File: config.mk
export PLATFORM = sky130hd
export DESIGN_NAME = fifo_param
export DESIGN_NICKNAME = d
export VERILOG_FILES = /design/src/rtl/fifo_param.sv
export SDC_FILE = /design/constraint.sdc
export NUM_CORES = 1
export LEC_CHECK = 0
export BUFFER_PORTS_ARGS = -buffer_cell sky130_fd_sc_hd__buf_2
export CAP_MARGIN = 25
export CORE_MARGIN = 2
export CORE_UTILIZATION = 50
export CTS_CLUSTER_DIAMETER = 40
export DETAILED_ROUTE_END_ITERATION = 6
export PLACE_DENSITY = 0.69
export SLEW_MARGIN = 5
export SYNTH_ARGS = -nofsm -noshare
export SYNTH_HDL_FRONTEND = slang
export SYNTH_SLANG_ARGS = --single-unit
File: constraint.sdc
create_clock -name clk -period 6.2 [get_ports clk]
set_input_delay 1.24 -clock clk [delete_from_list [all_inputs] [get_ports clk]]
set_output_delay 1.24 -clock clk [all_outputs]
set_load 0.02 [all_outputs]
File: src/rtl/fifo_param.sv
// Parametrised synchronous FIFO with registered read, occupancy count,
// run-time almost-full/almost-empty thresholds and a sticky overflow/underflow error.
module fifo_param #(
  parameter int unsigned DATA_WIDTH = 10,
  parameter int unsigned DEPTH      = 8,
  parameter int unsigned AW         = 3
) (
  input  logic                  clk,
  input  logic                  reset,
  input  logic                  push,
  input  logic                  pop,
  input  logic [DATA_WIDTH-1:0] data_in,
  input  logic [AW:0]           th_afull,
  input  logic [AW:0]           th_aempty,
  output logic [DATA_WIDTH-1:0] data_out,
  output logic                  valid_out,
  output logic                  full,
  output logic                  empty,
  output logic                  almost_full,
  output logic                  almost_empty,
  output logic [AW:0]           fifo_count,
  output logic                  error
);

  localparam int unsigned CW = AW + 1;

  logic [DATA_WIDTH-1:0] mem [DEPTH];

  logic [AW-1:0]         wr_ptr_q, wr_ptr_d;
  logic [AW-1:0]         rd_ptr_q, rd_ptr_d;
  logic [CW-1:0]         count_q, count_d;
  logic [DATA_WIDTH-1:0] data_out_q, data_out_d;
  logic                  valid_q, valid_d;
  logic                  error_q, error_d;
  logic                  wr_en, rd_en;

  assign full  = (count_q == CW'(DEPTH));
  assign empty = (count_q == '0);

  // When full, a simultaneous pop frees the slot being written this cycle.
  assign wr_en = push & (~full | pop);
  assign rd_en = pop & ~empty;

  always_comb begin
    wr_ptr_d   = wr_ptr_q;
    rd_ptr_d   = rd_ptr_q;
    count_d    = count_q;
    data_out_d = data_out_q;
    valid_d    = 1'b0;
    error_d    = error_q | (push & full & ~pop) | (pop & empty);

    if (wr_en) begin
      wr_ptr_d = wr_ptr_q + AW'(1);
    end
    if (rd_en) begin
      rd_ptr_d   = rd_ptr_q + AW'(1);
      data_out_d = mem[rd_ptr_q];
      valid_d    = 1'b1;
    end

    case ({wr_en, rd_en})
      2'b10:   count_d = count_q + CW'(1);
      2'b01:   count_d = count_q - CW'(1);
      default: count_d = count_q;
    endcase
  end

  always_ff @(posedge clk or negedge reset) begin
    if (!reset) begin
      wr_ptr_q   <= '0;
      rd_ptr_q   <= '0;
      count_q    <= '0;
      data_out_q <= '0;
      valid_q    <= 1'b0;
      error_q    <= 1'b0;
    end else begin
      wr_ptr_q   <= wr_ptr_d;
      rd_ptr_q   <= rd_ptr_d;
      count_q    <= count_d;
      data_out_q <= data_out_d;
      valid_q    <= valid_d;
      error_q    <= error_d;
    end
  end

  // Storage is deliberately left out of reset.
  always_ff @(posedge clk) begin
    if (wr_en) begin
      mem[wr_ptr_q] <= data_in;
    end
  end

  assign almost_full  = (count_q >= th_afull);
  assign almost_empty = (count_q <= th_aempty);
  assign fifo_count   = count_q;
  assign data_out     = data_out_q;
  assign valid_out    = valid_q;
  assign error        = error_q;

endmodule

# Word level (Yosys, flattened, before mapping)
# Memory sizes are Yosys's and may differ from the RTL's. A register that Yosys moved wholly into a read port is not among the register bits.
# Cells that the tools add are included.
# totals
out_inout_bits	20
ram_bits	80
inputBits	22
wordCells	33
mem_count	1
reg_bits	12
# mem_list
memory	words	word_bits	read_ports	rd_ports_with_merged_regs	wr	line	text
mem	8	10	1	1	1	27	logic [DATA_WIDTH-1:0] mem [DEPTH];
# classes
muxes	4
bitwise	11
reduce_logical	3
addsub	4
magnitude_cmp	2
n_eq_ne	3
# op_table
cell	n
4-bit case mux with 2 select lines	1
3-bit by 1-bit adder with 3-bit output (second input constant)	2
1-bit bitwise AND	5
4-bit by 1-bit adder with 4-bit output (second input constant)	1
4-bit equality test (second input constant)	1
4-bit greater-or-equal comparator	1
4-bit less-or-equal comparator	1
4-bit logical NOT	1
4-bit by 1-bit subtractor with 4-bit output (second input constant)	1
1-bit 2-to-1 mux	3
1-bit NOT	3
1-bit OR	3
2-bit by 1-bit equality test with 1-bit output (second input constant)	1
2-bit equality test (second input constant)	1
2-bit nonzero test	1
1-bit logical NOT	1

# Longest topological paths before layout
# Gate-level depths: netlist (run 1).
# logic_depth
ltp_word	6
depth_mapped	11

# Worst setup path before layout (run 1)
# No wires, ideal clock.
# synth_timing
kind	input port to output port
from	in th_aempty[1]
to	out almost_empty
setup_slack_ns	2.503
n_path_buf	0
arrival_time_ns	2.457
path_stages	6
path_cell_list	inv_1 > ha_1 > nor2b_1 > o21a_1 > o21a_1 > o21ai_0
# synth_via
elab_chain_len	1
# synth_rtl
element	line	text
from (decl)	14	input logic [AW:0] th_aempty,
4-bit less-or-equal comparator	94	assign almost_empty = (count_q <= th_aempty);
to (decl)	20	output logic almost_empty,
# No other way between the ends.

# Worst setup path in the final report (run 1)
# Same ends and word-level chain as after synthesis.

==> impl_metrics.toml, run 1 <==
[worst_setup_path]
cp.arrival_ps = 2410
crit_type = "input port to output port"
cp.required_ps = 4960
endpoint_kind = "output port"
reg2reg_depth = 10
startpoint_type = "input port"
cp_max_fo = 2

[cells_and_area]
fillers = 658
stdcell_area_um2 = 4825
nets = 358
drive_gt1_share_pct = 26.52
areaGrowthSynthToFinish_pct = 12.45
antenna_cells = 0

[timing]
max_freq_mhz = 274.0
worst_clock_skew_ps = 11.11
holdWs_ps = 483.5
rsz0062_at_grt = "no"
hold_viol = 0
setup_tns_ps = 0
slew_headroom_pct = 26.48
finalWorstPathRequiredPeriod_ps = 3649
min_period_over_period_pct = 58.86
worst_pin_slew_ps = 1101
drv_slew = 0
setup_viol = 0

[pwr]
power_leakage_nw = 1.865
peakVddDrop_mv = 0.2218
power.density_nw_per_um2 = 455.6

[global_route]
grt_max_degree = 43
grt_util_all_layers_pct = 17.37
grt_pass1_vias = 2276
gr-total-overflow = 0
grt_first_pass_wirelength_um = 12430
antenna_found_initial = 0

[synth]
ys_warn_count = 0
synth_edf_count = 80
syn_area_um2 = 4290
ys_seq_elements = 102
ys_seq_area_share_pct = 68.82
yosysTopAreaCell = "edfxtp_1"
synthTopCellsByArea = "edfxtp_1 56%, dfrtp_1 13%, mux2_2 5.8%"
netlist_instances = 274
ys_async_sr_fraction_pct = 21.57
synth_cell_types = 35
synth_top_area_share_pct = 55.99
synthFlopType = "edfxtp_1"
syn-num-nets = 309
avgSynthCellArea_um2 = 15.66

[route]
drt-total-wl_um = 7706
drtPass1Iterations = 4
ant_nets = 0
wire_per_inst_um = 17.80
remaining_drc_errors = 0
viasPerCell = 5.522
vias = 2391
drt-initial-drc-count = 160

[clock_tree]
postCtsSetupBuffers = 0
ctsLongestPathBuffers = 2
cts_hold_buf = 0
cts.sinks = 102
root_buffer = "clkbuf_8"
cts_resized = 0
h-tree-depth = 3
cts_made_buffers = 9
clk_pin_slew_ps = 90
clk_latency_ps = 360
tritoncts = "done"

[floorplanning]
pin_count = 42
die_y_um = 96.63
core_area_um2 = 8258
die-area_um2 = 9337
initial_utilization_pct = 51.95
num_rows = 33
die_w_um = 96.63

[placed_design]
placement.io_buffers = 41
post-dp-hpwl_um = 4826
place_area_um2 = 4597
place.gp.congestion = 0.7163

[worst_hold_path]
hp-class = "flop to flop"
whs_path_depth = 1

[run_status]
status = "finished, final reports clean"

[run]
max_cap_violations = 0
==> placed cells by master (no fill, tap or decap), types with 3 or more instances in the layout <==
| master | synthesis | final |
|---|---|---|
| xor2_1 | 5 | 5 |
| xnor2_1 | 4 | 4 |
| buf_2 | 1 | 41 |
| nor3_1 | 5 | 5 |
| edfxtp_1 | 80 | 80 |
| dfrtp_1 | 22 | 21 |
| nor2b_1 | 5 | 5 |
| ha_1 | 13 | 13 |
| o22ai_1 | 10 | 10 |
| nand2_1 | 19 | 19 |
| clkbuf_8 | 0 | 10 |
| nor2_1 | 6 | 6 |
| a221o_1 | 10 | 10 |
| o21ai_0 | 3 | 3 |
| mux2_2 | 22 | 22 |
| buf_4 | 4 | 6 |
| clkbuf_1 | 1 | 3 |
| a21o_1 | 3 | 3 |
| nand2b_1 | 4 | 4 |
| mux2i_1 | 20 | 20 |
| o21ai_1 | 10 | 10 |
| inv_1 | 9 | 9 |
==> flip-flops by register name (all words and copies together) (netlist names) <==
name / cells
valid_out: 1
error: 1
fifo_count: 4
rd_ptr_q: 3
mem: 80
wr_ptr_q: 3
data_out: 10
==> kinds of logic (layout without fill, tap and decap cells) <==
logic type / after synthesis / count (layout) / share of synthesized area (%)
AO/OA/AOI/OAI: 44 / 44 / 7.320
XOR/XNOR: 9 / 9 / 1.837
adder cells (fa/ha/maj): 13 / 13 / 3.791
buffers and inverters: 19 / 73 / 2.566
flip-flops: 102 / 102 / 68.82
multiplexers: 42 / 42 / 10.44
AND/OR/NAND/NOR: 45 / 45 / 5.220
==> per-stage QoR <==
stage                     setup WS, ps  cells  total power (W)  util [%]
final                             2551    433         0.002198     58.42
after global routing              2490    433         0.002336     58.42
after CTS                         2542    430         0.002207     58.00
after detailed placement          2544    414         0.001798     55.67
after global placement            2585    414         0.001777     55.67
after floorplan                   2503    274         0.001586         -
==> path summary, 6_finish.rpt <==
kind / start / to / slack, ps
max: th_aempty[1] / almost_empty / 2550
min: error / error / 480
max reg2reg: fifo_count[1] / fifo_count[2] / 3080
min reg2reg: error / error / 480
max in group asynchronous: reset / rd_ptr_q[0] / 4910
min in group asynchronous: reset / error / 870
==> Yosys cell counts (2+ instances only) <==
library cell,n
edfxtp_1,80
xor2_1,5
ha_1,13
mux2i_1,20
dfrtp_1,22
o22ai_1,10
buf_4,4
a21o_1,3
mux2_2,22
a21oi_1,2
inv_1,9
nor2b_1,5
xnor2_1,4
nand2_1,19
nor3_1,5
a221o_1,10
nor2_1,6
o21a_1,2
nand2b_1,4
buf_6,3
o21ai_0,3
o21ai_1,10
==> worst max-delay path, stage by stage <==
cell and delay (ps):
buf_2 80, inv_1 30, ha_1 290, nor2b_1 130, o21a_1 160, o21a_1 160, o21ai_0 130, buf_2 180
==> area by class of cell <==
class	count	area [µm²]	area share [%]
Inverter	9	33.78	0.7002
Tap cell	105	131.4	2.723
Sequential cell	102	2954	61.23
Timing Repair Buffer	48	270.3	5.602
Clock inverter	3	43.79	0.9077
Clock buffer	13	148.9	3.086
Multi-Input combinational cell	153	1242	25.75
==> per-layer routing <==
metal	wire length [µm]	vias up	track usage, %
li1	-	1140	-
met1	3690	1194	24.66
met2	3636	47	26.76
met3	272	10	3.468
met4	107	0	6.501
met5	0	-	0
==> where the power goes <==
group          total [W]  switching [W]  internal, W
sequential       0.00101       0.000115     0.000891
clock           0.000408       0.000209     0.000199
combinational   0.000784       0.000436     0.000348
total            0.00220       0.000760      0.00144
No activity file was read; power rests on OpenSTA's default activity.
==> run 2: changes to the inputs <==
--- a/config.mk
+++ b/config.mk
@@ -11,7 +11,7 @@
 export CORE_UTILIZATION = 50
 export CTS_CLUSTER_DIAMETER = 40
 export DETAILED_ROUTE_END_ITERATION = 6
-export PLACE_DENSITY = 0.69
+export PLACE_DENSITY = 0.72
 export SLEW_MARGIN = 5
 export SYNTH_ARGS = -nofsm -noshare
 export SYNTH_HDL_FRONTEND = slang
==> constraint.sdc (replaced) <==
create_clock -name clk -period 3 [get_ports clk]
set_input_delay 0.6 -clock clk [delete_from_list [all_inputs] [get_ports clk]]
set_output_delay 0.6 -clock clk [all_outputs]
set_load 0.02 [all_outputs]
==> run 2 against run 1 <==
  * Power is 110% higher
  * Die area unchanged
  * Critical path depth is 1 lower
  * Sequential cell count unchanged
  * Sequential power grew 110%
  * Non-clock buffer count up 6
  * Wire length up 2.9%
  * First-iteration DRC count decreased by 14%
  * Critical endpoint is now almost_full
==> impl_metrics.toml, run 2 (synthesis results as in run 1) <==
[run_status]
status = "finished, final reports clean"

[floorplanning]
pin_count = 42
die_y_um = 96.63
core_area_um2 = 8258
die-area_um2 = 9337
die_w_um = 96.63
num_rows = 33
initial_utilization_pct = 51.95

[route]
dr_wl_met2_um = 3903
wire_per_inst_um = 18.07
wl_met3_um = 285
drt-initial-drc-count = 138
ant_nets = 0
viasPerCell = 5.437
wl_met1_um = 3633
maxUsedRoutingLayer = "met4"
drtPass1Iterations = 4
remaining_drc_errors = 0
vias = 2387
drt-total-wl_um = 7931

[worst_setup_path]
endpoint_kind = "output port"
cp_num_buf_inv = 2
crit_family = "flip-flops"
crit_slowest_cell = "dfrtp_1"
path_cells = "inv_1 > ha_1 > nand2b_1 > a21o_1 > a21o_1 > a21o_1 > buf_2"
reg2reg_from = "fifo_count[1]"
cpMostUsedCell = "a21o_1"
crit_type = "flop to output port"
startpoint_type = "flop"
r2r_slack_ps = 530
reg2reg_to = "fifo_count[2]"
cp_max_fo = 8
cp.arrival_ps = 2030
reg2reg_depth = 10
critical_path.max_stage_delay_ps = 500
cp.required_ps = 2400

[cells_and_area]
fillers = 668
top_register = "mem"
seq_area_um2 = 2954
nets = 364
drive_gt1_share_pct = 27.25
antenna_cells = 0
stdcell_area_um2 = 4837
multi_input_area_um2 = 1234
layout_commonest_cell = "edfxtp_1"
largest_reg_flops = 80
stdcell_count = 439
layout_common_cells = "80 x edfxtp_1, 41 x buf_2, 22 x mux2_2"
areaGrowthSynthToFinish_pct = 12.74

[timing]
min_period_over_period_pct = 87.72
drv_slew = 0
hold_viol = 0
finalWorstPathRequiredPeriod_ps = 2632
timing.final.ws_setup_ps = 368.3
setup_viol = 0
setup_tns_ps = 0
max_freq_mhz = 380.0
rsz0062_at_grt = "no"
worst_clock_skew_ps = 6.245
holdWs_ps = 231.7
worst_pin_slew_ps = 888.9
slew_headroom_pct = 40.74

[pwr]
power_leakage_nw = 1.882
peakVddDrop_mv = 0.4606
power.density_nw_per_um2 = 937.3

[global_route]
grt_max_degree = 36
grt_first_pass_wirelength_um = 12790
antenna_found_initial = 0
grt_pass1_vias = 2411
grt_util_all_layers_pct = 18.05
gr-total-overflow = 0

[placed_design]
dp_slack_ps = 549.5
dp.cells = 422
place.gp.congestion = 0.7950
post-dp-hpwl_um = 4914
placement.io_buffers = 41
place_area_um2 = 4648

[run]
max_cap_violations = 0

[clock_tree]
tritoncts = "done"
cts.sinks = 102
clk_pin_slew_ps = 90
cts_hold_buf = 0
root_buffer = "clkbuf_8"
h-tree-depth = 3
cts_resized = 0
ctsLongestPathBuffers = 2
clk_latency_ps = 360
postCtsSetupBuffers = 0
cts_made_buffers = 9

[worst_hold_path]
hp-class = "input port to asynchronous set/reset pin"
run 2: area by class of cell:
type | count | share of cell area, %
sequential | 102 | 61.07
clock inverter | 4 | 0.9571
clock buffer | 12 | 2.794
tap | 105 | 2.716
timing repair buffer | 54 | 6.260
inverter | 9 | 0.6984
multi-input combinational | 153 | 25.50
run 2: how the worst max path moves through the flow:
| stage | from | end | slack, ps | depth (start not counted) |
|---|---|---|---|---|
| 3_3_place_gp | fifo_count[1] | fifo_count[2] | 630 | 10 |
| 2_1_floorplan | fifo_count[1] | mem[0][0] | 360 | 5 |
| 4_1_cts | fifo_count[0] | almost_full | 340 | 7 |
| 6_report | fifo_count[0] | almost_full | 370 | 7 |
| 5_1_grt | fifo_count[0] | almost_full | 210 | 7 |
| 3_5_place_dp | fifo_count[1] | fifo_count[2] | 550 | 10 |
run 2: power breakdown:
part / internal (W) / switching, W / total (W)
clock network: 0.000385 / 0.000434 / 0.000819
logic: 0.000730 / 0.000842 / 0.00157
registers: 0.00184 / 0.000303 / 0.00214
total: 0.00295 / 0.00158 / 0.00453
run 2: per-stage QoR:
step / util (%) / power, W
detailed placement: 56.29 / 0.003747
floorplan: - / 0.003278
global route: 58.58 / 0.004818
global placement: 56.29 / 0.003692
CTS: 58.48 / 0.004556
finish: 58.58 / 0.004534
run 2: routing by layer:
metal	track usage, %	vias up
met5	0	-
li1	-	1152
met3	3.251	10
met2	29.22	47
met1	24.47	1178
met4	7.042	0
==> run 3: changes to the inputs <==
--- a/config.mk
+++ b/config.mk
@@ -11,7 +11,7 @@
 export CORE_UTILIZATION = 50
 export CTS_CLUSTER_DIAMETER = 40
 export DETAILED_ROUTE_END_ITERATION = 6
-export PLACE_DENSITY = 0.72
+export PLACE_DENSITY = 0.78
 export SLEW_MARGIN = 5
 export SYNTH_ARGS = -nofsm -noshare
 export SYNTH_HDL_FRONTEND = slang
==> run 3 against run 2 <==
  * Final cell count fell by 0.46%
  * Clock-buffer cell count is 3 lower
  * Non-clock buffer count fell by 1
  * Sequential share of layout area barely moved
  * First-iteration DRC count grew 23%
  * Worst hold slack worse by 15 ps
  * Setup slack gained 7.9 ps
  * Power is 0.81% lower
  * Critical path type unchanged
  * Critical endpoint unchanged
  * Largest power group unchanged
==> impl_metrics.toml, run 3 (synthesis results as in run 1) <==
[cells_and_area]
stdcell_area_um2 = 4838
areaGrowthSynthToFinish_pct = 12.77
fillers = 643
drive_gt1_share_pct = 28.31
antenna_cells = 0
largest_reg_flops = 80
layout_commonest_cell = "edfxtp_1"
layout_common_cells = "80 x edfxtp_1, 41 x buf_2, 22 x mux2_2"
nets = 363
top_register = "mem"

[global_route]
grt_util_all_layers_pct = 16.84
grt_pass1_vias = 2311
gr-total-overflow = 0
grt_max_degree = 43
grt_first_pass_wirelength_um = 11870
antenna_found_initial = 0

[timing]
setup_tns_ps = 0
holdWs_ps = 216.4
worst_clock_skew_ps = 8.788
setup_viol = 0
max_freq_mhz = 381.1
rsz0062_at_grt = "no"
worst_pin_slew_ps = 958.0
min_period_over_period_pct = 87.46
slew_headroom_pct = 35.90
drv_slew = 0
finalWorstPathRequiredPeriod_ps = 2624
hold_viol = 0

[pwr]
p_sw_w = 0.001610
power_leakage_nw = 1.880
p_int_w = 0.002887
peakVddDrop_mv = 0.4379
swShare_pct = 35.80
p_seq_share_pct = 45.4
p_comb_share_pct = 37.2
power.density_nw_per_um2 = 929.4
clkPwrFrac_pct = 17.3

[worst_setup_path]
endpoint = "almost_full"
reg2reg_depth = 10
crit_type = "flop to output port"
startpoint_type = "flop"
reg2reg_from = "fifo_count[1]"
cp.required_ps = 2400
endpoint_kind = "output port"
cp_max_fo = 8
cp.arrival_ps = 2020
r2r_slack_ps = 490
reg2reg_to = "fifo_count[2]"
cp-startpoint = "fifo_count[0]"

[clock_tree]
ctsLongestPathBuffers = 2
cts_made_buffers = 9
clk_latency_ps = 360
postCtsSetupBuffers = 0
cts_resized = 0
cts_hold_buf = 0
cts.sinks = 102
root_buffer = "clkbuf_8"
tritoncts = "done"
clk_pin_slew_ps = 100
h-tree-depth = 3

[worst_hold_path]
hp-class = "input port to asynchronous set/reset pin"

[floorplanning]
num_rows = 33
core_area_um2 = 8258
die_w_um = 96.63
pin_count = 42
die-area_um2 = 9337
initial_utilization_pct = 51.95
die_y_um = 96.63

[route]
drtPass1Iterations = 5
vias = 2449
drt-total-wl_um = 7598
ant_nets = 0
viasPerCell = 5.604
wire_per_inst_um = 17.39
drt-initial-drc-count = 170
remaining_drc_errors = 0

[run]
max_cap_violations = 0

[placed_design]
placement.io_buffers = 41
post-dp-hpwl_um = 4744
place.gp.congestion = 0.7804
place_area_um2 = 4661

[run_status]
status = "finished, final reports clean"
run 3: cell types whose count changed in the layout (fill, tap and decap cells not counted), sizes merged:
cell      change
clkbuf        -3
inv           +2
buf           -1
bufinv        -1
clkinvlp      +1
run 3: critical path: stages (launching register included):
cell      delay [ps]
dfrtp_1          490
inv_1            110
ha_1             270
nand2b_1         140
a21o_1           170
a21o_1           170
a21o_1           160
buf_2            150
run 3: worst min-delay path by stage:
stage / start / to / slack, ps / depth (start not counted)
final: reset / wr_ptr_q[1] / 220 / 1
after global routing: reset / data_out[7] / 250 / 1
after CTS: reset / fifo_count[0] / 240 / 1
after detailed placement: error / error / 470 / 1
after global placement: data_out[3] / data_out[3] / 470 / 2
after floorplan: reset / data_out[0] / 300 / 0
run 3: stage by stage:
stage               std cells  total power [W]  setup WS [ps]  utilization [%]
global placement          422         0.003698          623.5            56.44
CTS                       437         0.004535          345.3            58.59
detailed placement        422         0.003759          503.6            56.44
global route              437         0.004757          219.4            58.59
finish                    437         0.004497          376.1            58.59
floorplan                 274         0.003278          356.5                -
run 3: routing by layer:
metal  wire (µm)  GRT usage, %  vias to the layer above
met3         480         4.118                       20
li1            -             -                     1146
met1        3306         21.90                     1197
met5           0             0                        -
met4         221         7.692                        0
met2        3590         26.92                       86
run 3: area by class of cell:
| class | count | area [µm²] | share of cell area, % |
|---|---|---|---|
| clock inverters | 6 | 53.80 | 1.112 |
| well taps | 105 | 131.4 | 2.715 |
| repair buffers | 53 | 307.8 | 6.362 |
| inverters | 9 | 33.78 | 0.6982 |
| clock buffers | 9 | 123.9 | 2.560 |
| multi-input cells | 153 | 1234 | 25.50 |
| flip-flops and latches | 102 | 2954 | 61.06 |
run 3: power groups by stage:
stage	clock network (W)	logic, W	registers (W)
after floorplan	0	0.00112	0.00216
after global routing	0.000853	0.00182	0.00208
after global placement	0	0.00164	0.00206
final	0.000780	0.00167	0.00204
after CTS	0.000798	0.00169	0.00205
after detailed placement	0	0.00168	0.00208
